## config.mk

```make
export PLATFORM = sky130hd
export DESIGN_NAME = axi_burst_tester
export DESIGN_NICKNAME = d
export VERILOG_FILES = /design/src/rtl/axi_test_pkg.sv /design/src/rtl/axi_pattern_gen.sv /design/src/rtl/axi_burst_tester.sv
export SDC_FILE = /design/constraint.sdc
export NUM_CORES = 1
export LEC_CHECK = 0
export BUFFER_PORTS_ARGS = -buffer_cell sky130_fd_sc_hd__buf_2
export CAP_MARGIN = 5
export CORE_MARGIN = 2
export CORE_UTILIZATION = 45
export DETAILED_ROUTE_END_ITERATION = 16
export GPL_ROUTABILITY_DRIVEN = 0
export GPL_TIMING_DRIVEN = 0
export PLACE_DENSITY = 0.73
export SYNTH_ARGS = -nofsm -noshare
export SYNTH_HDL_FRONTEND = slang
export SYNTH_HIERARCHICAL = 1
export SYNTH_SLANG_ARGS = --single-unit
```

## constraint.sdc

```tcl
create_clock -name clk -period 3.38 [get_ports clk]
set_input_delay 0.338 -clock clk [delete_from_list [all_inputs] [get_ports clk]]
set_output_delay 0.338 -clock clk [all_outputs]
set_load 0.01 [all_outputs]
```

## src/rtl/axi_test_pkg.sv

```systemverilog
// Shared types and constants for the AXI burst tester: FSM state encoding,
// AXI burst/response codes, run-mode codes and a constant-friendly clog2.
package axi_test_pkg;

    typedef enum logic [2:0] {
        IDLE,
        WR_ADDR,
        WR_DATA,
        WR_RESP,
        RD_ADDR,
        RD_DATA,
        FINISH
    } state_t;

    localparam logic [1:0] AXI_BURST_INCR = 2'b01;
    localparam logic [1:0] AXI_RESP_OKAY  = 2'b00;

    localparam logic [1:0] MODE_WR_RD   = 2'b00;
    localparam logic [1:0] MODE_WR_ONLY = 2'b01;
    localparam logic [1:0] MODE_RD_ONLY = 2'b10;

    function automatic int clog2(input int value);
        int result;
        result = 0;
        while ((1 << result) < value) begin
            result = result + 1;
        end
        return result;
    endfunction

endpackage

```

## src/rtl/axi_pattern_gen.sv

```systemverilog
// Incrementing data pattern: word n of a run is seed + n. The same generator
// drives write data and supplies the expected word for read-back checking.
module axi_pattern_gen #(
    parameter int DATA_W = 32
) (
    input  logic              clk,
    input  logic              rst,
    input  logic              load_i,
    input  logic [DATA_W-1:0] seed_i,
    input  logic              restart_i,
    input  logic              advance_i,
    input  logic [DATA_W-1:0] cmp_data_i,
    output logic [DATA_W-1:0] word_o,
    output logic              mismatch_o
);

    logic [DATA_W-1:0] seed_q;
    logic [DATA_W-1:0] word_q;

    // Seed is kept so the read phase can replay the exact write sequence.
    always_ff @(posedge clk) begin
        if (rst) begin
            seed_q <= '0;
            word_q <= '0;
        end else if (load_i) begin
            seed_q <= seed_i;
            word_q <= seed_i;
        end else if (restart_i) begin
            word_q <= seed_q;
        end else if (advance_i) begin
            word_q <= word_q + 1'b1;
        end
    end

    assign word_o     = word_q;
    assign mismatch_o = (cmp_data_i != word_q);

endmodule

```

## src/rtl/axi_burst_tester.sv

```systemverilog
// AXI4 master that writes NUM_BURSTS incrementing-pattern INCR bursts, then
// optionally reads them back and counts data/response/rlast errors.
module axi_burst_tester
    import axi_test_pkg::*;
#(
    parameter int                DATA_W     = 32,
    parameter int                ADDR_W     = 32,
    parameter int                BURST_LEN  = 16,
    parameter int                NUM_BURSTS = 4,
    parameter logic [ADDR_W-1:0] BASE_ADDR  = 32'h4000_0000
) (
    input  logic                clk,
    input  logic                rst,
    input  logic [1:0]          mode,
    input  logic [DATA_W-1:0]   seed,
    input  logic                start,
    output logic                busy,
    output logic                done,
    output logic                error,
    output logic [15:0]         err_cnt,
    output logic [ADDR_W-1:0]   m_axi_awaddr,
    output logic [7:0]          m_axi_awlen,
    output logic [2:0]          m_axi_awsize,
    output logic [1:0]          m_axi_awburst,
    output logic                m_axi_awvalid,
    input  logic                m_axi_awready,
    output logic [DATA_W-1:0]   m_axi_wdata,
    output logic [DATA_W/8-1:0] m_axi_wstrb,
    output logic                m_axi_wlast,
    output logic                m_axi_wvalid,
    input  logic                m_axi_wready,
    input  logic [1:0]          m_axi_bresp,
    input  logic                m_axi_bvalid,
    output logic                m_axi_bready,
    output logic [ADDR_W-1:0]   m_axi_araddr,
    output logic [7:0]          m_axi_arlen,
    output logic [2:0]          m_axi_arsize,
    output logic [1:0]          m_axi_arburst,
    output logic                m_axi_arvalid,
    input  logic                m_axi_arready,
    input  logic [DATA_W-1:0]   m_axi_rdata,
    input  logic [1:0]          m_axi_rresp,
    input  logic                m_axi_rlast,
    input  logic                m_axi_rvalid,
    output logic                m_axi_rready
);

    localparam int                STRB_W      = DATA_W / 8;
    localparam logic [ADDR_W-1:0] BURST_BYTES = ADDR_W'(BURST_LEN * STRB_W);
    localparam logic [7:0]        LAST_BEAT   = 8'(BURST_LEN - 1);
    localparam logic [9:0]        LAST_BURST  = 10'(NUM_BURSTS - 1);
    localparam logic [2:0]        AXSIZE      = 3'(clog2(STRB_W));

    state_t              state_q, state_d;
    logic [7:0]          beat_q, beat_d;
    logic [9:0]          burst_q, burst_d;
    logic [ADDR_W-1:0]   addr_q, addr_d;
    logic [1:0]          mode_q, mode_d;
    logic [15:0]         err_cnt_q, err_cnt_d;
    logic                error_q;
    logic [1:0]          err_inc;
    logic                pat_load, pat_restart, pat_advance;
    logic [DATA_W-1:0]   pat_word;
    logic                pat_mismatch;

    function automatic logic [15:0] sat_add(input logic [15:0] cnt, input logic [1:0] inc);
        logic [16:0] sum;
        sum = {1'b0, cnt} + 17'(inc);
        return sum[16] ? 16'hFFFF : sum[15:0];
    endfunction

    axi_pattern_gen #(
        .DATA_W(DATA_W)
    ) u_pattern (
        .clk        (clk),
        .rst        (rst),
        .load_i     (pat_load),
        .seed_i     (seed),
        .restart_i  (pat_restart),
        .advance_i  (pat_advance),
        .cmp_data_i (m_axi_rdata),
        .word_o     (pat_word),
        .mismatch_o (pat_mismatch)
    );

    always_comb begin
        // NOTE: every signal written here gets a default first; a path that
        // skips an assignment would otherwise infer a latch.
        state_d     = state_q;
        beat_d      = beat_q;
        burst_d     = burst_q;
        addr_d      = addr_q;
        mode_d      = mode_q;
        err_cnt_d   = err_cnt_q;
        err_inc     = 2'd0;
        pat_load    = 1'b0;
        pat_restart = 1'b0;
        pat_advance = 1'b0;

        unique case (state_q)
            IDLE: begin
                if (start) begin
                    pat_load  = 1'b1;
                    mode_d    = mode;
                    beat_d    = '0;
                    burst_d   = '0;
                    addr_d    = BASE_ADDR;
                    err_cnt_d = '0;
                    state_d   = (mode == MODE_RD_ONLY) ? RD_ADDR : WR_ADDR;
                end
            end
            WR_ADDR: begin
                if (m_axi_awready) begin
                    beat_d  = '0;
                    state_d = WR_DATA;
                end
            end
            WR_DATA: begin
                if (m_axi_wready) begin
                    pat_advance = 1'b1;
                    beat_d      = beat_q + 8'd1;
                    if (beat_q == LAST_BEAT) state_d = WR_RESP;
                end
            end
            WR_RESP: begin
                if (m_axi_bvalid) begin
                    err_inc = 2'(m_axi_bresp != AXI_RESP_OKAY);
                    if (burst_q == LAST_BURST) begin
                        burst_d     = '0;
                        addr_d      = BASE_ADDR;
                        pat_restart = 1'b1;
                        state_d     = (mode_q == MODE_WR_ONLY) ? FINISH : RD_ADDR;
                    end else begin
                        burst_d = burst_q + 10'd1;
                        addr_d  = addr_q + BURST_BYTES;
                        state_d = WR_ADDR;
                    end
                end
            end
            RD_ADDR: begin
                if (m_axi_arready) begin
                    beat_d  = '0;
                    state_d = RD_DATA;
                end
            end
            RD_DATA: begin
                if (m_axi_rvalid) begin
                    // Data, response and rlast faults on one beat each count separately.
                    err_inc = 2'(pat_mismatch)
                            + 2'(m_axi_rresp != AXI_RESP_OKAY)
                            + 2'(m_axi_rlast != (beat_q == LAST_BEAT));
                    pat_advance = 1'b1;
                    beat_d      = beat_q + 8'd1;
                    if (beat_q == LAST_BEAT) begin
                        if (burst_q == LAST_BURST) begin
                            state_d = FINISH;
                        end else begin
                            burst_d = burst_q + 10'd1;
                            addr_d  = addr_q + BURST_BYTES;
                            state_d = RD_ADDR;
                        end
                    end
                end
            end
            FINISH: state_d = IDLE;
            default: state_d = IDLE;
        endcase

        err_cnt_d = sat_add(err_cnt_d, err_inc);
    end

    always_ff @(posedge clk) begin
        // NOTE: state registers use non-blocking assignments so every flop
        // samples the pre-edge value of every other flop.
        if (rst) begin
            state_q   <= IDLE;
            beat_q    <= '0;
            burst_q   <= '0;
            addr_q    <= BASE_ADDR;
            mode_q    <= MODE_WR_RD;
            err_cnt_q <= '0;
            error_q   <= 1'b0;
        end else begin
            state_q   <= state_d;
            beat_q    <= beat_d;
            burst_q   <= burst_d;
            addr_q    <= addr_d;
            mode_q    <= mode_d;
            err_cnt_q <= err_cnt_d;
            error_q   <= (err_cnt_d != 16'd0);
        end
    end

    assign busy    = (state_q != IDLE);
    assign done    = (state_q == FINISH);
    assign error   = error_q;
    assign err_cnt = err_cnt_q;

    assign m_axi_awaddr  = addr_q;
    assign m_axi_awlen   = LAST_BEAT;
    assign m_axi_awsize  = AXSIZE;
    assign m_axi_awburst = AXI_BURST_INCR;
    assign m_axi_awvalid = (state_q == WR_ADDR);

    assign m_axi_wdata   = pat_word;
    assign m_axi_wstrb   = '1;
    assign m_axi_wvalid  = (state_q == WR_DATA);
    assign m_axi_wlast   = (state_q == WR_DATA) && (beat_q == LAST_BEAT);
    assign m_axi_bready  = (state_q == WR_RESP);

    assign m_axi_araddr  = addr_q;
    assign m_axi_arlen   = LAST_BEAT;
    assign m_axi_arsize  = AXSIZE;
    assign m_axi_arburst = AXI_BURST_INCR;
    assign m_axi_arvalid = (state_q == RD_ADDR);
    assign m_axi_rready  = (state_q == RD_DATA);

endmodule

```

==> flow_summary.yaml <==
routing:
  routed-via-count: 8600
  highest_layer: "met4"
  vias_per_cell: 5.74
  routed_wl_mm: 26.7
  drt-pass1-iter-count: 5
  route.met3.wl_mm: 2.44
  wl_met1_mm: 11.2
  drc: 0
  ant_nets: 0
  wl_met2_mm: 12.2
  dr.first_iter.drc_count: 856
  routedWlPerCell_um: 17.8
timing:
  relSlewSlack: 0.502
  finalCritPeriodShare: 1.15
  finalCriticalPeriod_ns: 3.88
  fin_tns_setup_ns: -1.47
  rsz0062_at_grt: "true"
  finalSetupViolCount: 9
  tightestPinTransition_ns: 0.746
  fmax_ghz: 0.258
  slew_violations: 0
  whs_ns: 0.166
  fin_ws_ns: -0.501
  finalHoldViolations: 0
  fin_worst_skew_ns: 0.0122
yosys:
  yosysMostFrequentCell: "dfxtp_1"
  ys_seq_elements: 130
  yosys.area.top_type_share: 0.317
  synth_area_um2: 8220
  synth.distinct_cells: 88
  ys_warn_count: 6
  yosysTopAreaCell: "dfxtp_1"
  synth-edff-count: 0
  syn_inst: 1006
  synth_seq_area_share: 0.317
  syn_avg_cell_area_um2: 8.17
  synth_area_leaders: "dfxtp_1 32%, buf_4 6.7%, xnor2_1 6.5%, nor2_1 5.6%, a21oi_1 3.7%"
  synth_common_cells: "130 x dfxtp_1, 123 x nor2_1, 73 x buf_4, 61 x a21oi_1, 61 x xnor2_1"
  synthArstFlopShare: 0
  synth_ff_type: "dfxtp_1"
status:
  status: "complete, but fails checks"
  violations: "setup timing"
final_layout:
  num_antenna_cells: 0
  stdcell_area_um2: 10700
  seq_area_um2: 2670
  fin_nets: 1344
  fillCellCount: 1637
  synthToLayoutAreaGrowth_pct: 30.1
  drive_gt1_frac: 0.355
  multi_input_area_um2: 5180
clock_tree:
  path_clk_slew_ns: 0.06
  cts_made_buffers: 17
  clockBufferDepth: 2
  cts_root_buffer: "clkbuf_16"
  numClockSinks: 130
  cts_tree: "done"
  clk_latency_ns: 0.42
  hold_buffers: 0
  htree_levels: 4
floorplanning:
  rows: 49
  io_pins: 230
  initial_core_util: 0.457
  dieArea_um2: 19400
  die_w_um: 139
  core_area_um2: 18000
  dieHeight_um: 139
critical_path:
  cp-start-kind: "flop"
  reg2reg_slack_ns: -0.50
  path_max_fanout: 6
  r2r.worst_path.cells: 18
  r2r_end: "error"
  critical_path_class: "reg -> reg"
  cp_top_family: "simple AND/OR/NAND/NOR gates"
  cpMostUsedCell: "buf_6"
  cpPeakStageDelay_ns: 0.50
  r2r_start: "u_pattern/word_o[28]"
  path_buf_inv: 3
  cp-end-kind: "flop"
  cp_slowest_cell: "fa_1"
  arrival_ns: 4.16
  path_cells: "xnor2_4 -> nand4_1 -> nor4_2 -> nand2_2 -> fa_1 -> nand2_1 -> o21ai_2 -> ha_2 -> inv_2 -> fa_2 -> nand4b_1 -> buf_6 -> buf_6 -> nor2_4 -> xor2_2 -> a211oi_1 -> and4b_1 -> a41oi_2"
  crit_required_ns: 3.65
placed_design:
  portBuffers: 187
  post-dp-hpwl_mm: 19.2
  place_ws_ns: -1.03
  place_area_um2: 9710
hold_path:
  min_path_type: "in -> reg"
  min_path_cells: 3
  hold_end: "u_pattern/seed_q[27]"
  min-delay-start: "seed[27]"
global_route:
  grt_max_degree: 17
  antenna_found_initial: 0
  overflow: 0
  gr-usage-all-layers: 0.261
  grt_pass1_vias: 7698
  grt_pass1_wl_mm: 40.6
power:
  power_mw: 6.27
  max-vdd-ir-drop_mv: 0.455
  p_leak_nw: 4.53
  power_density_nw_per_um2: 587
flow_run:
  cap_viol_max_count: 0
sequential cells by signal (all words and copies together) (netlist names):
name / flops
beat_q: 8
burst_q: 10
err_cnt: 16
error: 1
m_axi_araddr: 26
mode_q: 2
state_q: 3
u_pattern/seed_q: 32
u_pattern/word_o: 32
worst register-to-register path: cells and delay by family, from the launching register on:
kind | cells | cell delay [ns]
DFF | 1 | 0.36
and+or+nand+nor | 7 | 1.23
adders and majority gates | 3 | 1.07
buffers and inverters | 3 | 0.34
xor gates and xnor gates | 2 | 0.29
AOI/OAI and AO/OA | 3 | 0.45
metal layers:
metal / track usage / vias up
met4: 0.114 / 0
met1: 0.342 / 4016
met3: 0.0497 / 82
li1: - / 4000
met5: 0 / -
met2: 0.418 / 502
how the worst max path moves through the flow:
stage               slack [ns]                 start    end  cells after the start
floorplan                -0.13  u_pattern/word_o[12]  error                     17
global placement         -0.98       m_axi_rdata[31]  error                     16
detailed placement       -1.03       m_axi_rdata[31]  error                     16
CTS                      -0.39            state_q[2]  error                     14
global route             -0.61  u_pattern/word_o[20]  error                     17
finish                   -0.50  u_pattern/word_o[28]  error                     18
cell families (layout without fill, tap and decap cells):
kind of cell,Yosys count,count (layout),synth area share
other,2,42,0.000914
muxes,33,33,0.0407
AOI/OAI and AO/OA,195,195,0.160
adders and majority gates,8,8,0.0140
and+or+nand+nor,404,404,0.271
xor gates and xnor gates,81,81,0.0863
DFF,130,130,0.317
buffers and inverters,153,377,0.111
through the flow:
stage / instances / utilization
after floorplan: 1046 / -
after global placement: 1462 / 0.541
after detailed placement: 1462 / 0.541
after CTS: 1496 / 0.588
after global routing: 1499 / 0.595
final: 1499 / 0.595
cells in the final DEF (no fill, tap or decap), types with 7 or more instances in the layout:
cell type  count
and4_1         7
and3_1        14
xnor2_2       12
mux2i_1       30
o21ai_0       33
nor2b_1       12
nor4_2        12
or3_1          9
inv_1         21
buf_4         78
dfxtp_4       12
nand2_1       57
buf_6         10
xnor2_1       46
nor4_1         9
clkbuf_16     17
inv_6          7
xor2_1        19
a211oi_1      18
conb_1        42
and2_1         8
nand2b_1      12
nor3_1        23
nand3_1       33
buf_2        210
clkbuf_1      17
a22oi_1       16
a21oi_1       58
nand4_1       34
dfxtp_2       19
nor2_1       121
dfxtp_1       99
final cells by class:
class	instances	share of cell area
buffer	126	0.0779
timing repair buffer	197	0.0952
clock inverter	15	0.0180
inverter	22	0.00772
clock buffer	17	0.0398
sequential	130	0.250
multi-input combinational	763	0.485
tap	229	0.0268
repair_timing:
| action | in CTS | in global routing |
|---|---|---|
| pin swaps | 21 | 19 |
| gates resized for setup | 54 | 27 |
| setup buffers | 6 | 4 |
| setup endpoints to repair | 73 | 72 |
where the power goes:
part	internal, mW	switching (mW)	leakage, nW
registers	1.78	0.273	1.07
logic	0.919	1.35	3.16
clock network	1.18	0.771	0.296
Note: power is estimated with default switching activity, not from simulation.
